File: src/rtl/de_hazard_scoreboard.sv
// de_hazard_scoreboard
//   Tracks instructions that have left DE and have not yet been written back,
//   in issue order, as a circular queue of {valid, wr, rd} entries.
//   It produces the DE stall (RAW hazard or queue full), accepts issues,
//   retires the oldest entry at WB, and squashes the youngest entries when
//   AGEX flushes.
// Ports:
//   clk, reset                 clock, synchronous active-high reset
//   issue_valid/wr/rd          decoded instruction presented by DE
//   rs1/rs1_used, rs2/rs2_used source operands of that instruction
//   retire_valid/retire_rd     WB completes the oldest in-flight instruction
//   flush_valid/flush_count    squash this many youngest entries
//   stall_out, issue_fire      combinational issue control for DE
//   occupancy, full, empty     registered queue status
//   retire_err                 sticky protocol error flag
module de_hazard_scoreboard #(
   parameter int DEPTH     = 4,
   parameter int REGNOBITS = 5,
   parameter int CNTBITS   = 3
) (
   input  logic                 clk,
   input  logic                 reset,
   input  logic                 issue_valid,
   input  logic                 issue_wr,
   input  logic [REGNOBITS-1:0] issue_rd,
   input  logic [REGNOBITS-1:0] rs1,
   input  logic                 rs1_used,
   input  logic [REGNOBITS-1:0] rs2,
   input  logic                 rs2_used,
   input  logic                 retire_valid,
   input  logic [REGNOBITS-1:0] retire_rd,
   input  logic                 flush_valid,
   input  logic [CNTBITS-1:0]   flush_count,
   output logic                 stall_out,
   output logic                 issue_fire,
   output logic [CNTBITS-1:0]   occupancy,
   output logic                 full,
   output logic                 empty,
   output logic                 retire_err
);
   localparam int PTRW = (DEPTH > 1) ? $clog2(DEPTH) : 1;

   logic [DEPTH-1:0]                r_vld;
   logic [DEPTH-1:0]                r_wr;
   logic [DEPTH-1:0][REGNOBITS-1:0] r_rd;
   logic [PTRW-1:0]                 r_head;
   logic [PTRW-1:0]                 r_tail;
   logic [CNTBITS-1:0]              r_occ;
   logic                            r_err;

   logic               w_ret_take;
   logic               w_haz1;
   logic               w_haz2;
   logic [CNTBITS-1:0] w_remain;
   logic [CNTBITS-1:0] w_n;
   logic [DEPTH-1:0]   w_sq;
   logic [PTRW-1:0]    w_dist;

   assign occupancy  = r_occ;
   assign full       = (r_occ == CNTBITS'(DEPTH));
   assign empty      = (r_occ == '0);
   assign retire_err = r_err;
   assign w_ret_take = retire_valid & ~empty;

   // The head entry being retired this cycle is skipped: the register file
   // is written on the negedge, so its value is already readable.
   always_comb begin
      w_haz1 = 1'b0;
      w_haz2 = 1'b0;
      for (int i = 0; i < DEPTH; i++) begin
         if (r_vld[i] && r_wr[i] && !(w_ret_take && (PTRW'(i) == r_head))) begin
            if (rs1_used && (rs1 != '0) && (r_rd[i] == rs1)) w_haz1 = 1'b1;
            if (rs2_used && (rs2 != '0) && (r_rd[i] == rs2)) w_haz2 = 1'b1;
         end
      end
   end

   // Full stalls even when a retire frees a slot in the same cycle.
   assign stall_out  = issue_valid & (w_haz1 | w_haz2 | full);
   assign issue_fire = issue_valid & ~stall_out & ~flush_valid;

   // The flush acts on what is left after the same-cycle retire, so it can
   // never reach the head being retired.
   assign w_remain = r_occ - CNTBITS'(w_ret_take);
   assign w_n      = !flush_valid ? '0 :
                     (flush_count < w_remain) ? flush_count : w_remain;

   // An entry is squashed when its distance back from the tail is below n.
   always_comb begin
      w_sq   = '0;
      w_dist = '0;
      for (int i = 0; i < DEPTH; i++) begin
         w_dist  = r_tail - PTRW'(1) - PTRW'(i);
         w_sq[i] = (CNTBITS'(w_dist) < w_n);
      end
   end

   always_ff @(posedge clk) begin
      if (reset) begin
         r_vld  <= '0;
         r_wr   <= '0;
         r_rd   <= '0;
         r_head <= '0;
         r_tail <= '0;
         r_occ  <= '0;
         r_err  <= 1'b0;
      end else begin
         if (w_ret_take) begin
            r_vld[r_head] <= 1'b0;
            r_head        <= r_head + PTRW'(1);
            if (r_wr[r_head] && (r_rd[r_head] != retire_rd)) r_err <= 1'b1;
         end else if (retire_valid) begin
            r_err <= 1'b1;
         end
         for (int i = 0; i < DEPTH; i++)
            if (w_sq[i]) r_vld[i] <= 1'b0;
         // Issue and flush never coincide, so the tail moves one way only.
         if (issue_fire) begin
            r_vld[r_tail] <= 1'b1;
            r_wr[r_tail]  <= issue_wr;
            r_rd[r_tail]  <= issue_rd;
            r_tail        <= r_tail + PTRW'(1);
         end else begin
            r_tail <= r_tail - w_n[PTRW-1:0];
         end
         r_occ <= r_occ - CNTBITS'(w_ret_take) - w_n + CNTBITS'(issue_fire);
      end
   end
endmodule

File: config.mk
export PLATFORM = sky130hd
export DESIGN_NAME = de_hazard_scoreboard
export DESIGN_NICKNAME = d
export VERILOG_FILES = /design/src/rtl/de_hazard_scoreboard.sv
export SDC_FILE = /design/constraint.sdc
export NUM_CORES = 1
export LEC_CHECK = 0
export CAP_MARGIN = 0
export CORE_MARGIN = 5
export CORE_UTILIZATION = 43
export DETAILED_ROUTE_END_ITERATION = 7
export DONT_BUFFER_PORTS = 1
export PLACE_DENSITY_LB_ADDON = 0.2
export SYNTH_ARGS = -nofsm -noshare
export SYNTH_HDL_FRONTEND = slang
export SYNTH_SLANG_ARGS = --single-unit
File: constraint.sdc
create_clock -name clk -period 3.7 [get_ports clk]
set_input_delay 0.555 -clock clk [delete_from_list [all_inputs] [get_ports clk]]
set_output_delay 0.555 -clock clk [all_outputs]
set_load 0.01 [all_outputs]
==> out/results.ini, run 1 <==
[layout]
final_net_count = 337
final-instance-count-excl-fill = 365
layout.filler_cells = 606
register_area_um2 = 721
insertedDiodeCount = 0
multi_input_comb_area_um2 = 1880
final_design_area_no_fill_um2 = 2900
layout-area-overhead-vs-synth_pct = 6.22
top_library_cells_by_usage_in_the_layout_fill_and_taps_aside = 36 x sky130_fd_sc_hd__dfxtp_1, 32 x sky130_fd_sc_hd__nand2b_1, 30 x sky130_fd_sc_hd__xnor2_1
share_of_layout_cells_above_drive_strength_1_pct = 12.2
mostFrequentLayoutCell = sky130_fd_sc_hd__dfxtp_1

[global_route]
track_usage_pct = 15.5
antenna_found_initial = 0
use_met1_pct = 22.9
grt_start_max_net_pins = 43
grt_overflow = 0
via_count_of_the_first_global_routing_pass = 1900
grt_pass1_wl_um = 10000
global_route.usage.met3_pct = 4.01
groute.layer.met2.usage_pct = 22.3
gr-max-usage-layer = met1

[placed_design]
io_buffers = 0
dp_hpwl_um = 4820
dpl_worst_slack_ns = 0.0407
place.gp.congestion = 0.841
dp_cells = 355
detailed_place.area_um2 = 2800

[cts]
clock_latency_ns = 0.29
tritoncts_clock_tree = built
clk_path_buf_depth = 2
ctsHtreeMaxLevel = 2
cts-hold-fix-buffers = 0
cts_sinks = 36
root_buffer = sky130_fd_sc_hd__clkbuf_8
cts_buffers = 5
cts.clk_slew.worst_paths_ns = 0.07

[setup_path]
timing.rr.start = occupancy[1]
timing.critical_path.to_type = flop
cp-start-kind = flop
cpMaxStageDelayCell = sky130_fd_sc_hd__dfxtp_1
cp_data_required_time_ns = 3.89
critical-path-max-stage-delay_ns = 0.37
critical_path.cell_chain = o31a_1, ha_1, ha_1, xnor2_1, ha_1, a21o_1, o21ai_0, a21oi_2, ha_1, inv_1, ha_1, inv_1, fa_1, xnor2_1, xnor2_1, nor2_1
cp_data_arrival_time_ns = 3.65
criticalPathCategory = reg -> reg
crit_path_start = occupancy[1]
cpMostUsedCell = sky130_fd_sc_hd__ha_1
worstPathMaxFanout = 7

[timing]
tightest_slew_ns = 0.446
skew_ns = 0.00328
clock.fmax_ghz = 0.289
fin_crit_ns = 3.45
slew_viol_final = 0
period_utilisation_layout_pct = 93.4
finalHoldViolCount = 0
holdWs_ns = 0.331
timing.final.ws_setup_ns = 0.245
maxSlewHeadroom_pct = 70.0
setup_viol_count_final = 0

[detailed_routing]
antenna_violating_nets_post_route = 0
routed_wire_length_per_instance_um = 16.6
drc = 0
vias = 1936
detail_route.iter0.violations = 60
totalWireLength_um = 6070
drt_first_pass_iters = 4
routed_via_density = 5.30

[yosys]
synth_seq_area_share_pct = 26.4
synthesis.area_per_instance_um2 = 9.46
synth_edf_count = 0
synth.cell_area_um2 = 2730
ys_dominant_reg_cell = sky130_fd_sc_hd__dfxtp_1
netlist-cell-type-count = 44
ys_ff_latch = 36
async_flop_share_pct = 0
postSynthCellCount = 289
syn-num-nets = 339
ys.warnings.count = 0

[floorplan]
floorplan.core_area_um2 = 6280
fp.dieArea_um2 = 8050
dieHeight_um = 89.7
die_x_um = 89.7
initial_utilization_pct = 43.6
pin_count = 39
rows = 29

[pwr]
peak_ir_drop_on_the_vdd_network_mv = 0.248
power.combinational.fraction_pct = 51.5
power.clock.fraction_pct = 16.8
power_per_cell_area_nw_per_um2 = 566
total_switching_power_mw = 0.651
cellLeakagePower_nw = 1.22
power_switching_share_pct = 39.6
sequential_cell_fraction_of_total_power_pct = 31.7
finalPower_mw = 1.64
cell_internal_pwr_mw = 0.993

[status]
run_status = complete, no violations

[hold_path]
worstHoldPathType = in -> reg
worst_hold_startpoint = reset

[job]
max_cap_violations = 0

flip-flops by register name (all words and copies together), names as in the netlist:
name        count
r_rd           20
r_vld           4
r_wr            4
occupancy       3
r_head          2
r_tail          2
retire_err      1
cell usage after synthesis (all sizes together), types with 2 or more instances:
cell type | n | area [um2]
dfxtp | 36 | 721
nand2b | 32 | 200
xnor2 | 30 | 263
mux2i | 25 | 250
xor2 | 22 | 193
ha | 18 | 225
clkbuf | 13 | 48.8
inv | 11 | 41.3
o21ai | 11 | 62.6
a21oi | 10 | 50.1
nand2 | 9 | 33.8
nand3 | 9 | 45.0
nor2 | 9 | 33.8
buf | 6 | 43.8
mux4 | 6 | 135
nand4 | 5 | 76.3
nor2b | 5 | 31.3
nor3 | 5 | 25.0
or4 | 4 | 37.5
and3 | 2 | 12.5
nor4 | 2 | 12.5
o22ai | 2 | 12.5
o311ai | 2 | 17.5
cell type report:
type | instances | share of cell area [%]
Sequential cell | 36 | 24.8
Clock inverter | 3 | 0.646
Multi-Input combinational cell | 223 | 64.8
Clock buffer | 5 | 2.37
Inverter | 11 | 1.42
Tap cell | 77 | 3.32
Timing Repair Buffer | 10 | 2.59
path summary, 6_finish.rpt:
kind | endpoint | slack, ns | depth (start not counted)
worst max-delay path | occupancy[2] | 0.25 | 16
worst min-delay path | r_vld[0] | 0.33 | 1
worst max register to register | occupancy[2] | 0.25 | 16
worst min register to register | r_wr[3] | 0.53 | 2
layer usage:
metal | wire length (um) | vias up
met3 | 252 | 7
li1 | - | 994
met1 | 3090 | 908
met4 | 61 | 0
met2 | 2660 | 27
met5 | 0 | -
cell families after synthesis:
| group | count (synthesis) | synth area share (%) |
|---|---|---|
| flops | 36 | 26.4 |
| compound gates | 36 | 9.66 |
| mux | 31 | 14.1 |
| simple gates | 85 | 19.4 |
| xor+xnor | 52 | 16.7 |
| buf+inv | 30 | 4.90 |
| fa+ha+maj | 19 | 8.97 |
power groups by stage:
stage / combinational (mW) / clock, mW / sequential [mW]
4_1_cts: 0.835 / 0.288 / 0.520
5_1_grt: 0.964 / 0.302 / 0.530
2_1_floorplan: 0.678 / 0 / 0.512
3_5_place_dp: 0.830 / 0 / 0.530
6_report: 0.848 / 0.276 / 0.521
3_3_place_gp: 0.814 / 0 / 0.529
through the flow:
stage | setup TNS (ns) | utilization, %
global route | -0.00124 | 46.3
global placement | 0 | 44.6
detailed placement | 0 | 44.6
floorplan | 0 | -
finish | 0 | 46.3
CTS | 0 | 46.0
critical path, delay by kind of cell (launching register included):
family | cells | cell delay, ns
AO/OA/AOI/OAI | 4 | 0.89
XOR/XNOR | 3 | 0.50
flip-flops | 1 | 0.37
adder cells (fa/ha/maj) | 6 | 1.44
AND/OR/NAND/NOR | 1 | 0.05
buffers and inverters | 2 | 0.10
what timing repair did:
action	CTS	global route
setup endpoints to repair	0	2
buffers inserted	0	2
gates resized for setup	0	1
Power figures use the tool's default switching activity.
==> run 2: changes to the inputs <==
- SKIP_CTS_REPAIR_TIMING: not set -> 1
==> results of run 2 <==
Final layout, timing and power as in run 1 (identical DEF).
==> run 3: changes to the inputs <==
- PLACE_DENSITY_LB_ADDON: 0.2 -> not set
==> out/results.ini, run 3 (synthesized netlist as in run 1, its figures left out) <==
[floorplan]
fp.dieArea_um2 = 8050  ; unchanged
dieHeight_um = 89.7  ; unchanged
rows = 29  ; unchanged
initial_utilization_pct = 43.6  ; unchanged
die_x_um = 89.7  ; unchanged
floorplan.core_area_um2 = 6280  ; unchanged
pin_count = 39  ; unchanged

[setup_path]
cp_data_arrival_time_ns = 3.58  ; was 3.65 ns
worstPathMaxFanout = 7  ; unchanged
cp-start-kind = flop  ; unchanged
worstSetupPathDepth = 14  ; was 16
cp_data_required_time_ns = 3.89  ; about the same
timing.critical_path.to_type = flop  ; unchanged
ff2ff_setup_slack_ns = 0.31  ; was 0.25 ns
cpMostUsedCell = sky130_fd_sc_hd__ha_1  ; unchanged
criticalPathCategory = reg -> reg  ; unchanged
cp_bufs_invs = 1  ; was 2
r2r_cells = 14  ; was 16
cpMaxStageDelayCell = sky130_fd_sc_hd__fa_1  ; was sky130_fd_sc_hd__dfxtp_1
cp_top_family = adder cells  ; unchanged
critical-path-max-stage-delay_ns = 0.42  ; was 0.37 ns
critical_path.cell_chain = o31a_1, ha_1, ha_1, xnor2_1, ha_1, a21o_1, o21ai_1, o311ai_2, ha_1, inv_1, fa_1, xnor2_1, xnor2_1, nor2_1  ; was o31a_1, ha_1, ha_1, xnor2_1, ha_1, a21o_1, o21ai_0, a21oi_2, ha_1, inv_1, ha_1, inv_1, fa_1, xnor2_1, xnor2_1, nor2_1

[pwr]
sequential_cell_fraction_of_total_power_pct = 31.4  ; was 31.7%
power.combinational.fraction_pct = 51.5  ; about the same
peak_ir_drop_on_the_vdd_network_mv = 0.231  ; was 0.248 mV
power_switching_share_pct = 40.3  ; was 39.6%
total_switching_power_mw = 0.669  ; was 0.651 mW
cellLeakagePower_nw = 1.22  ; about the same
power.clock.fraction_pct = 17.1  ; was 16.8%
power_per_cell_area_nw_per_um2 = 571  ; was 566 nW/um2
cell_internal_pwr_mw = 0.990  ; was 0.993 mW

[timing]
tightest_slew_ns = 0.456  ; was 0.446 ns
setup_viol_count_final = 0  ; unchanged
clock.fmax_ghz = 0.295  ; was 0.289 GHz
skew_ns = 0.00519  ; was 0.00328 ns
slew_viol_final = 0  ; unchanged
period_utilisation_layout_pct = 91.7  ; was 93.4%
rsz0062_at_grt = false
maxSlewHeadroom_pct = 69.4  ; was 70.0%
fin_crit_ns = 3.39  ; was 3.45 ns
finalHoldViolCount = 0  ; unchanged
setup_total_negative_slack_ns = 0  ; unchanged

[global_route]
antenna_found_initial = 0  ; unchanged
track_usage_pct = 15.6  ; was 15.5%
grt_pass1_wl_um = 10200  ; was 10000 um
via_count_of_the_first_global_routing_pass = 1963  ; was 1900
grt_start_max_net_pins = 43  ; unchanged
grt_overflow = 0  ; unchanged

[status]
run_status = complete, no violations  ; unchanged

[cts]
tritoncts_clock_tree = built  ; unchanged
root_buffer = sky130_fd_sc_hd__clkbuf_8  ; unchanged
cts_sinks = 36  ; unchanged
cts_buffers = 5  ; unchanged
ctsHtreeMaxLevel = 2  ; unchanged
clock_latency_ns = 0.29  ; about the same
clk_path_buf_depth = 2  ; unchanged
cts.clk_slew.worst_paths_ns = 0.08  ; was 0.07 ns

[layout]
largest-register = r_rd  ; unchanged
share_of_layout_cells_above_drive_strength_1_pct = 12.2  ; about the same
top_library_cells_by_usage_in_the_layout_fill_and_taps_aside = 36 x sky130_fd_sc_hd__dfxtp_1, 32 x sky130_fd_sc_hd__nand2b_1, 30 x sky130_fd_sc_hd__xnor2_1  ; unchanged
insertedDiodeCount = 0  ; unchanged
final-instance-count-excl-fill = 364  ; was 365
final_net_count = 336  ; was 337
largest_reg_flops = 20  ; unchanged
mostFrequentLayoutCell = sky130_fd_sc_hd__dfxtp_1  ; unchanged
layout-area-overhead-vs-synth_pct = 6.22  ; unchanged
layout_top_registers = r_rd (20), r_vld (4), r_wr (4)  ; unchanged

[hold_path]
worstHoldPathType = in -> reg  ; unchanged
min_path_cells = 1  ; unchanged

[job]
max_cap_violations = 0  ; unchanged

[detailed_routing]
routed_via_density = 5.42  ; was 5.30
drc = 0  ; unchanged
antenna_violating_nets_post_route = 0  ; unchanged
vias = 1974  ; was 1936
totalWireLength_um = 6200  ; was 6070 um
detail_route.iter0.violations = 75  ; was 60
routed_wire_length_per_instance_um = 17.0  ; was 16.6 um
drt_first_pass_iters = 4  ; unchanged

[placed_design]
place.gp.congestion = 0.829  ; was 0.841
io_buffers = 0  ; unchanged
dp_hpwl_um = 4870  ; was 4820 um
dp_cells = 355  ; unchanged

run 3: cell count changes in the layout (fill, tap and decap cells not counted), sizes merged:
cell  change
buf       -1
run 3: power groups by stage:
stage	logic [mW]	registers (mW)	clock network [mW]
after floorplan	0.678	0.512	0
after global routing	0.974	0.532	0.304
final	0.854	0.521	0.284
after detailed placement	0.831	0.531	0
after CTS	0.836	0.522	0.289
after global placement	0.818	0.529	0
run 3: final cells by class:
cell class,instances,area [um2]
Fill cell,624,3370
Multi-Input combinational cell,223,1890
Sequential cell,36,721
Tap cell,77,96.3
Clock buffer,5,68.8
Timing Repair Buffer,9,67.6
Inverter,11,41.3
Clock inverter,3,18.8
run 3: worst reg2reg max path: stages, from the launching register on:
cell	delay, ns
sky130_fd_sc_hd__dfxtp_1	0.37
sky130_fd_sc_hd__o31a_1	0.33
sky130_fd_sc_hd__ha_1	0.19
sky130_fd_sc_hd__ha_1	0.18
sky130_fd_sc_hd__xnor2_1	0.19
sky130_fd_sc_hd__ha_1	0.29
sky130_fd_sc_hd__a21o_1	0.23
sky130_fd_sc_hd__o21ai_1	0.21
sky130_fd_sc_hd__o311ai_2	0.15
sky130_fd_sc_hd__ha_1	0.30
sky130_fd_sc_hd__inv_1	0.05
sky130_fd_sc_hd__fa_1	0.42
sky130_fd_sc_hd__xnor2_1	0.18
sky130_fd_sc_hd__xnor2_1	0.14
sky130_fd_sc_hd__nor2_1	0.05
run 3: layer usage:
| metal | part of all wire (%) | track usage, % |
|---|---|---|
| met1 | 51 | 23.0 |
| met5 | 0 | 0 |
| met2 | 43 | 22.4 |
| met3 | 4.9 | 3.84 |
| met4 | 1.2 | 4.53 |
run 3: through the flow:
stage	hold slack (ns)	total power, mW	worst slack, ns	utilization [%]	cell area [um2]
5_1_grt	0.315	1.81	0.0106	46.3	2900
6_report	0.334	1.66	0.308	46.3	2900
4_1_cts	0.318	1.65	0.0289	46.0	2890
2_1_floorplan	0.463	1.19	0.117	-	2730
3_3_place_gp	0.498	1.35	0.156	44.6	2800
3_5_place_dp	0.503	1.36	0.0390	44.6	2800
run 3: worst paths after layout:
kind / start / endpoint
min: reset / occupancy[1]
min reg2reg: r_wr[1] / r_wr[1]
max reg2reg: occupancy[1] / occupancy[2]
max: occupancy[1] / occupancy[2]
